--- config.mk ---
export PLATFORM = sky130hd
export DESIGN_NAME = multi_tap_delay_scale_flat
export DESIGN_NICKNAME = d
export VERILOG_FILES = /design/src/rtl/mtds_pkg.sv /design/src/rtl/multi_tap_delay_scale_if.sv /design/src/rtl/mtds_history_ram.sv /design/src/rtl/multi_tap_delay_scale.sv /design/src/flat_wrapper.sv
export SDC_FILE = /design/constraint.sdc
export NUM_CORES = 2
export LEC_CHECK = 0
export CORE_MARGIN = 3
export CORE_UTILIZATION = 43
export CTS_CLUSTER_DIAMETER = 150
export DETAILED_ROUTE_END_ITERATION = 6
export PLACE_DENSITY_LB_ADDON = 0.15
export RECOVER_POWER = 100
export SLEW_MARGIN = 20
export SYNTH_ARGS = -nofsm -noshare
export SYNTH_HDL_FRONTEND = slang
export SYNTH_SLANG_ARGS = --single-unit
export TNS_END_PERCENT = 5
--- constraint.sdc ---
create_clock -name clk_in -period 7.5 [get_ports clk_in]
set_input_delay 1.875 -clock clk_in [delete_from_list [all_inputs] [get_ports clk_in]]
set_output_delay 1.875 -clock clk_in [all_outputs]
set_load 0.005 [all_outputs]
--- src/rtl/mtds_pkg.sv ---
`default_nettype none
// ============================================================================
// Module   : mtds_pkg
// Purpose  : Shared types, default parameter values and the result
//            reduction helper for the multi-tap delay-and-scale engine.
// Contents : mtds_state_e  - engine FSM states (IDLE, RUN, DRAIN)
//            c_def_*       - default parameter values
//            sat_trunc()   - reduce a wide signed result to out_w bits
// Macro    : MTDS_SATURATE_EN - clamp instead of wrapping in sat_trunc()
// Revision : 1.0 - initial release
// ============================================================================
package mtds_pkg;

  typedef enum logic [1:0] {
    IDLE  = 2'd0,
    RUN   = 2'd1,
    DRAIN = 2'd2
  } mtds_state_e;

  localparam int c_def_w         = 16;
  localparam int c_def_depth     = 256;
  localparam int c_def_n_taps    = 4;
  localparam int c_def_scale_w   = 9;
  localparam int c_def_frac_bits = 6;

  // Reduce a sign-extended value to an out_w-bit two's-complement range.
  // The result is returned sign-extended to 64 bits; callers keep the low
  // out_w bits.
  function automatic logic signed [63:0] sat_trunc(
    input logic signed [63:0] val,
    input int unsigned        out_w
  );
`ifdef MTDS_SATURATE_EN
    logic signed [63:0] hi;
    logic signed [63:0] lo;
    hi = (64'sd1 <<< (out_w - 1)) - 64'sd1;
    lo = -(64'sd1 <<< (out_w - 1));
    if (val > hi)
      return hi;
    else if (val < lo)
      return lo;
    else
      return val;
`else
    // Keep the low out_w bits and re-extend their sign bit.
    return (val <<< (64 - out_w)) >>> (64 - out_w);
`endif
  endfunction

endpackage
`default_nettype wire

--- src/rtl/multi_tap_delay_scale_if.sv ---
`default_nettype none
// ============================================================================
// Module   : multi_tap_delay_scale_if
// Purpose  : Sample/configuration/result bundle of the delay-and-scale engine.
// Ports    : ready_in    - new-sample strobe
//            signal_in   - signed input sample (W)
//            delays_in   - per-tap delays, tap k at [k*AW +: AW]
//            scales_in   - per-tap signed gains, tap k at [k*SCALE_W +: SCALE_W]
//            signal_out  - signed weighted sum (W)
//            done_out    - result-updated pulse
//            busy_out    - computation in progress
//            dropped_out - strobe-ignored pulse
// Modports : master (sample source side), slave (engine side)
// Revision : 1.0 - initial release
// ============================================================================
interface multi_tap_delay_scale_if
  import mtds_pkg::*;
#(
  parameter int W       = c_def_w,
  parameter int DEPTH   = c_def_depth,
  parameter int N_TAPS  = c_def_n_taps,
  parameter int SCALE_W = c_def_scale_w
);
  localparam int AW = $clog2(DEPTH);

  logic                        ready_in;
  logic [W-1:0]                signal_in;
  logic [N_TAPS*AW-1:0]        delays_in;
  logic [N_TAPS*SCALE_W-1:0]   scales_in;
  logic [W-1:0]                signal_out;
  logic                        done_out;
  logic                        busy_out;
  logic                        dropped_out;

  modport master (
    output ready_in, signal_in, delays_in, scales_in,
    input  signal_out, done_out, busy_out, dropped_out
  );

  modport slave (
    input  ready_in, signal_in, delays_in, scales_in,
    output signal_out, done_out, busy_out, dropped_out
  );

endinterface
`default_nettype wire

--- src/rtl/mtds_history_ram.sv ---
`default_nettype none
// ============================================================================
// Module   : mtds_history_ram
// Purpose  : DEPTH x W simple dual-port sample history, one write port and
//            one synchronous (one-cycle) read port. Contents are not reset.
// Ports    : clk_in  - clock
//            wr_en   - write strobe,  wr_addr / wr_data
//            rd_en   - read strobe,   rd_addr -> rd_data next cycle
// Revision : 1.0 - initial release
// ============================================================================
module mtds_history_ram
  import mtds_pkg::*;
#(
  parameter int W     = c_def_w,
  parameter int DEPTH = c_def_depth
)(
  input  logic                     clk_in,
  input  logic                     wr_en,
  input  logic [$clog2(DEPTH)-1:0] wr_addr,
  input  logic [W-1:0]             wr_data,
  input  logic                     rd_en,
  input  logic [$clog2(DEPTH)-1:0] rd_addr,
  output logic [W-1:0]             rd_data
);

  logic [W-1:0] r_mem [DEPTH];

  always_ff @(posedge clk_in) begin
    if (wr_en)
      r_mem[wr_addr] <= wr_data;
    if (rd_en)
      rd_data <= r_mem[rd_addr];
  end

endmodule
`default_nettype wire

--- src/rtl/multi_tap_delay_scale.sv ---
`default_nettype none
// ============================================================================
// Module   : multi_tap_delay_scale
// Purpose  : Multi-tap delay-and-scale engine. Each accepted sample is stored
//            in a circular history; the output is the floor-scaled sum of
//            N_TAPS delayed samples, each with its own signed gain.
// Ports    : clk_in    - clock, rising edge
//            rst_n_in  - asynchronous active-low reset
//            bus       - multi_tap_delay_scale_if.slave (sample in, result out)
// Macro    : MTDS_SATURATE_EN - clamp the result instead of wrapping it
// Revision : 1.0 - initial release
// ============================================================================
module multi_tap_delay_scale
  import mtds_pkg::*;
#(
  parameter int W         = c_def_w,
  parameter int DEPTH     = c_def_depth,
  parameter int N_TAPS    = c_def_n_taps,
  parameter int SCALE_W   = c_def_scale_w,
  parameter int FRAC_BITS = c_def_frac_bits
)(
  input  logic                    clk_in,
  input  logic                    rst_n_in,
  multi_tap_delay_scale_if.slave  bus
);

  localparam int AW    = $clog2(DEPTH);
  localparam int TW    = (N_TAPS > 1) ? $clog2(N_TAPS) : 1;
  localparam int PW    = W + SCALE_W;
  localparam int ACC_W = W + SCALE_W + $clog2(N_TAPS) + 1;

  localparam logic [TW-1:0] c_last_tap = TW'(N_TAPS - 1);
  localparam logic [AW:0]   c_fill_max = (AW + 1)'(DEPTH);

  mtds_state_e                r_state;
  logic [AW-1:0]              r_wr_ptr;
  logic [AW:0]                r_fill;
  logic [AW-1:0]              r_base;      // address the current sample went to
  logic [N_TAPS*AW-1:0]       r_delays;
  logic [N_TAPS*SCALE_W-1:0]  r_scales;
  logic [TW-1:0]              r_tap;
  logic                       r_rd_vld;    // RAM data this cycle belongs to a tap
  logic                       r_rd_mask;   // that tap pointed past the fill level
  logic signed [SCALE_W-1:0]  r_rd_scale;  // gain of that tap
  logic signed [ACC_W-1:0]    r_acc;
  logic [W-1:0]               r_signal_out;
  logic                       r_done;
  logic                       r_busy;
  logic                       r_dropped;

  logic                       w_accept;
  logic [AW-1:0]              w_cur_delay;
  logic [AW-1:0]              w_rd_addr;
  logic                       w_cur_masked;
  logic signed [W-1:0]        w_rd_data;
  logic signed [PW-1:0]       w_prod;
  logic signed [ACC_W-1:0]    w_addend;
  logic signed [ACC_W-1:0]    w_shift;
  logic signed [63:0]         w_shift_ext;

  assign w_accept     = (r_state == IDLE) && bus.ready_in;
  assign w_cur_delay  = r_delays[r_tap*AW +: AW];
  assign w_rd_addr    = r_base - w_cur_delay;
  // An entry d strobes back exists only once more than d samples arrived.
  assign w_cur_masked = ({1'b0, w_cur_delay} >= r_fill);

  assign w_prod   = w_rd_data * r_rd_scale;
  assign w_addend = r_rd_mask ? '0 : {{(ACC_W-PW){w_prod[PW-1]}}, w_prod};

  assign w_shift     = r_acc >>> FRAC_BITS;
  assign w_shift_ext = {{(64-ACC_W){w_shift[ACC_W-1]}}, w_shift};

  mtds_history_ram #(
    .W     (W),
    .DEPTH (DEPTH)
  ) u_history (
    .clk_in  (clk_in),
    .wr_en   (w_accept),
    .wr_addr (r_wr_ptr),
    .wr_data (bus.signal_in),
    .rd_en   (r_state == RUN),
    .rd_addr (w_rd_addr),
    .rd_data (w_rd_data)
  );

  always_ff @(posedge clk_in or negedge rst_n_in) begin
    if (!rst_n_in) begin
      r_state      <= IDLE;
      r_wr_ptr     <= '0;
      r_fill       <= '0;
      r_base       <= '0;
      r_delays     <= '0;
      r_scales     <= '0;
      r_tap        <= '0;
      r_rd_vld     <= 1'b0;
      r_rd_mask    <= 1'b0;
      r_rd_scale   <= '0;
      r_acc        <= '0;
      r_signal_out <= '0;
      r_done       <= 1'b0;
      r_busy       <= 1'b0;
      r_dropped    <= 1'b0;
    end else begin
      r_done    <= 1'b0;
      // Covers RUN and both DRAIN cycles, including the one that exits to IDLE.
      r_dropped <= (r_state != IDLE) && bus.ready_in;
      r_rd_vld  <= 1'b0;
      if (r_rd_vld)
        r_acc <= r_acc + w_addend;

      case (r_state)
        IDLE: begin
          // busy stays up through the done cycle and drops here
          r_busy <= bus.ready_in;
          if (bus.ready_in) begin
            r_base   <= r_wr_ptr;
            r_wr_ptr <= r_wr_ptr + 1'b1;
            if (r_fill != c_fill_max)
              r_fill <= r_fill + 1'b1;
            r_delays <= bus.delays_in;
            r_scales <= bus.scales_in;
            r_acc    <= '0;
            r_tap    <= '0;
            r_state  <= RUN;
          end
        end

        RUN: begin
          r_rd_vld   <= 1'b1;
          r_rd_mask  <= w_cur_masked;
          r_rd_scale <= r_scales[r_tap*SCALE_W +: SCALE_W];
          if (r_tap == c_last_tap)
            r_state <= DRAIN;
          else
            r_tap <= r_tap + 1'b1;
        end

        DRAIN: begin
          // First DRAIN cycle folds in the last tap; the second publishes.
          if (!r_rd_vld) begin
            r_signal_out <= W'(sat_trunc(w_shift_ext, W));
            r_done       <= 1'b1;
            r_state      <= IDLE;
          end
        end

        default: r_state <= IDLE;
      endcase
    end
  end

  assign bus.signal_out  = r_signal_out;
  assign bus.done_out    = r_done;
  assign bus.busy_out    = r_busy;
  assign bus.dropped_out = r_dropped;

endmodule
`default_nettype wire

--- src/flat_wrapper.sv ---
// flat-port wrapper written by rule: the top's interface ports become plain ports
module multi_tap_delay_scale_flat import mtds_pkg::*;
#(
  parameter int W         = c_def_w,
  parameter int DEPTH     = c_def_depth,
  parameter int N_TAPS    = c_def_n_taps,
  parameter int SCALE_W   = c_def_scale_w,
  parameter int FRAC_BITS = c_def_frac_bits
)
  (clk_in, rst_n_in, bus_ready_in, bus_signal_in, bus_delays_in, bus_scales_in, bus_signal_out, bus_done_out, bus_busy_out, bus_dropped_out);
  multi_tap_delay_scale_if #(.W(W), .DEPTH(DEPTH), .N_TAPS(N_TAPS), .SCALE_W(SCALE_W)) bus_i ();
  input  logic clk_in;
  input  logic rst_n_in;
  input wire logic [$bits(bus_i.ready_in)-1:0] bus_ready_in;
  input wire logic [$bits(bus_i.signal_in)-1:0] bus_signal_in;
  input wire logic [$bits(bus_i.delays_in)-1:0] bus_delays_in;
  input wire logic [$bits(bus_i.scales_in)-1:0] bus_scales_in;
  output wire logic [$bits(bus_i.signal_out)-1:0] bus_signal_out;
  output wire logic [$bits(bus_i.done_out)-1:0] bus_done_out;
  output wire logic [$bits(bus_i.busy_out)-1:0] bus_busy_out;
  output wire logic [$bits(bus_i.dropped_out)-1:0] bus_dropped_out;
  assign bus_i.ready_in = bus_ready_in;
  assign bus_i.signal_in = bus_signal_in;
  assign bus_i.delays_in = bus_delays_in;
  assign bus_i.scales_in = bus_scales_in;
  assign bus_signal_out = bus_i.signal_out;
  assign bus_done_out = bus_i.done_out;
  assign bus_busy_out = bus_i.busy_out;
  assign bus_dropped_out = bus_i.dropped_out;
  multi_tap_delay_scale #(.W(W), .DEPTH(DEPTH), .N_TAPS(N_TAPS), .SCALE_W(SCALE_W), .FRAC_BITS(FRAC_BITS)) u_core (.clk_in(clk_in), .rst_n_in(rst_n_in), .bus(bus_i));
endmodule
==> impl_metrics.ini <==
[status]
status = finished with violations
failed_checks = max-capacitance violations, max-slew violations

[synthesis]
synth-edff-count = 4112
synthArstFlopShare_pct = 3.50
syn_inst = 7558
ys.flop_type = edfxtp_1
synth.area.mux_share_pct = 18.8
synth_cell_types = 57
syn_area_um2 = 170000
syn_area_per_cell_um2 = 22.4
synth-simple-area-share_pct = 2.12
synth_seq_area_share_pct = 75.0
syn_nets = 7842
synth_top_family_by_area = multiplexers
ys_ff_latch = 4261
synthXorXnorAreaFrac_pct = 0.320
synthAdderAreaFrac_pct = 1.94
ys.warnings.count = 0
synth_compound_gate_area_share_pct = 0.463

[cts]
clock_latency_ps = 980
clock-sinks = 4261
post_cts_resize_count = 0
postCtsSetupBuffers = 0
cts_tree = done
hold_buffers = 0
cts-root-buf = clkbuf_16
cts_max_level = 5
clk_pin_slew_ps = 60
numCtsBuffers = 438
cts_buffer_depth = 4

[global_routing]
antenna_found_initial = 24
grt_pass1_vias = 82100
grt_overflow = 0
grt_first_pass_wirelength_um = 626000
grt_start_max_net_pins = 193
grt_use_total_pct = 21.7

[floorplan]
die_area_um2 = 402000
ios = 106
core_area_um2 = 391000
start_util_pct = 43.4
rows = 229
die_x_um = 634
die_h_um = 634

[sta]
finalCritPeriodShare_pct = 97.8
min_period_ps = 7340
rsz0062_at_grt = false
max-slew-margin-rel_pct = -317
slew_viol_final = 3944
tightest_slew_ps = 6250
fin_tns_setup_ps = 0
clock-skew-final_ps = 63.5
final_hold_viol_count = 0
setup_viol = 0
fmaxAchievable_mhz = 136

[critical_path]
crit_type = register to register
critPathArrivalTime_ps = 8050
critPathMaxStageDelay_ps = 1500
crit_path_end_kind = register
required_ps = 8210
critPathMaxFanout = 36
r2r_slack_ps = 160
start_kind = register
cp_common_cell = mux2i_1
reg2regPathDepth = 13
crit_chain = mux4_2, ha_1, inv_1, fa_2, clkbuf_2, clkbuf_2, mux4_2, mux4_2, mux2i_1, mux2i_1, mux2i_1, mux2i_1, buf_4
crit_path_top_delay_cell = fa_2

[final_layout]
fill_cells = 31500
drive_above_1_share_pct = 25.2
areaGrowthSynthToFinish_pct = 13.6
nets = 8429
layout_commonest_cell = edfxtp_1
final_cell_mix = edfxtp_1 (4112), mux4_2 (1297), clkbuf_16 (441), clkbuf_1 (373), nand2_1 (372)

[routing]
drt_iter0_markers = 8783
drc = 0
ant_nets = 0
vias = 80000
first_pass_iters = 5
vias_per_cell = 5.83
wl_per_cell_um = 31.9
drt_wl_total_um = 437000

[worst_hold_path]
hp-class = register to register
min_path_cells = 2

[run]
maxCapViolCount = 104

[place]
io_buffers = 105
hpwl_um = 257000
place_congestion = 0.842
[worst max-delay path, delay by kind of cell (launching register included)]
kind / cells / cell delay [ps]
muxes: 7 / 2750
adders and majority gates: 2 / 1710
DFF: 1 / 570
buffers and inverters: 4 / 1960
[state kept, by name, summed over array words and instances (netlist names), 2 cells and up]
name and count:
u_core.r_fill 9, u_core.r_scales 36, u_core.r_rd_scale 9, u_core.r_state 2, u_core.u_history.rd_data 16, u_core.r_base 8
u_core.r_delays 32, u_core.r_wr_ptr 8, u_core.r_acc 22, u_core.r_tap 2, u_core.bus.signal_out 16, u_core.u_history.r_mem 4096
[stage by stage]
step	cell area (um2)	hold WS, ps	worst slack (ps)	std cells	utilization (%)
floorplan	170000	440	831	7558	-
detailed placement	180000	463	540	12900	46.0
global route	192000	497	24.9	13700	49.2
global placement	180000	455	483	12900	45.9
finish	192000	476	162	13700	49.2
CTS	194000	478	478	13700	49.6
[final timing paths]
check	start	to
worst max-delay path	u_core.r_tap[1]$_DFFE_PN0P_	u_core.u_history.rd_data[9]$_DFFE_PP_
worst min-delay path	u_core.r_scales[9]$_DFFE_PN0P_	u_core.r_scales[9]$_DFFE_PN0P_
worst max register to register	u_core.r_tap[1]$_DFFE_PN0P_	u_core.u_history.rd_data[9]$_DFFE_PP_
worst min register to register	u_core.r_scales[9]$_DFFE_PN0P_	u_core.r_scales[9]$_DFFE_PN0P_
max in group asynchronous	rst_n_in	u_core.bus.dropped_out$_DFF_PN0_
min in group asynchronous	rst_n_in	u_core.bus.signal_out[8]$_DFFE_PN0P_
[cells in the mapped netlist (all sizes together) (14+ instances only)]
cell type,count,area share (%)
a21oi,25,0.074
mux4,1297,17
clkbuf,234,0.52
buf,165,0.53
a21o,19,0.084
fa,109,1.3
o21ai,27,0.080
nor2,303,0.67
xnor2,46,0.24
nor2b,27,0.10
xor2,15,0.078
edfxtp,4112,73
mux2i,252,1.5
nand2b,14,0.052
inv,109,0.24
mux2,16,0.11
dfrtp,149,2.2
nand2,372,0.82
ha,88,0.65
and2,70,0.26
nand3,30,0.089
[kinds of logic (layout without fill, tap and decap cells)]
group	Yosys count	count (layout)
AO/OA/AOI/OAI	117	117
XOR/XNOR	61	61
adder cells (fa/ha/maj)	197	197
buffers and inverters	508	1460
flip-flops	4261	4261
multiplexers	1565	1565
other	0	16
AND/OR/NAND/NOR	849	849
[final cells by class]
cell class	instances	area, um2	area share, %
diodes	16	40.0	0.0208
clock buffers	542	11500	5.97
clock inverters	263	2770	1.44
inverters	109	409	0.213
multi-input cells	2789	40200	20.9
flip-flops and latches	4261	127000	66.1
well taps	5197	6500	3.38
repair buffers	546	3810	1.98
[per-layer routing]
| layer | vias to the layer above | global-route usage (%) | wire length (um) |
|---|---|---|---|
| li1 | 32600 | - | - |
| met1 | 44100 | 31.9 | 189000 |
| met3 | 527 | 3.21 | 27700 |
| met4 | 2 | 4.98 | 10800 |
| met5 | - | 0 | 20 |
| met2 | 2801 | 34.7 | 210000 |
Power is left out: the tool's default activity adds up to more than one toggle a clock period on the data nets, which glitch-free logic cannot reach.
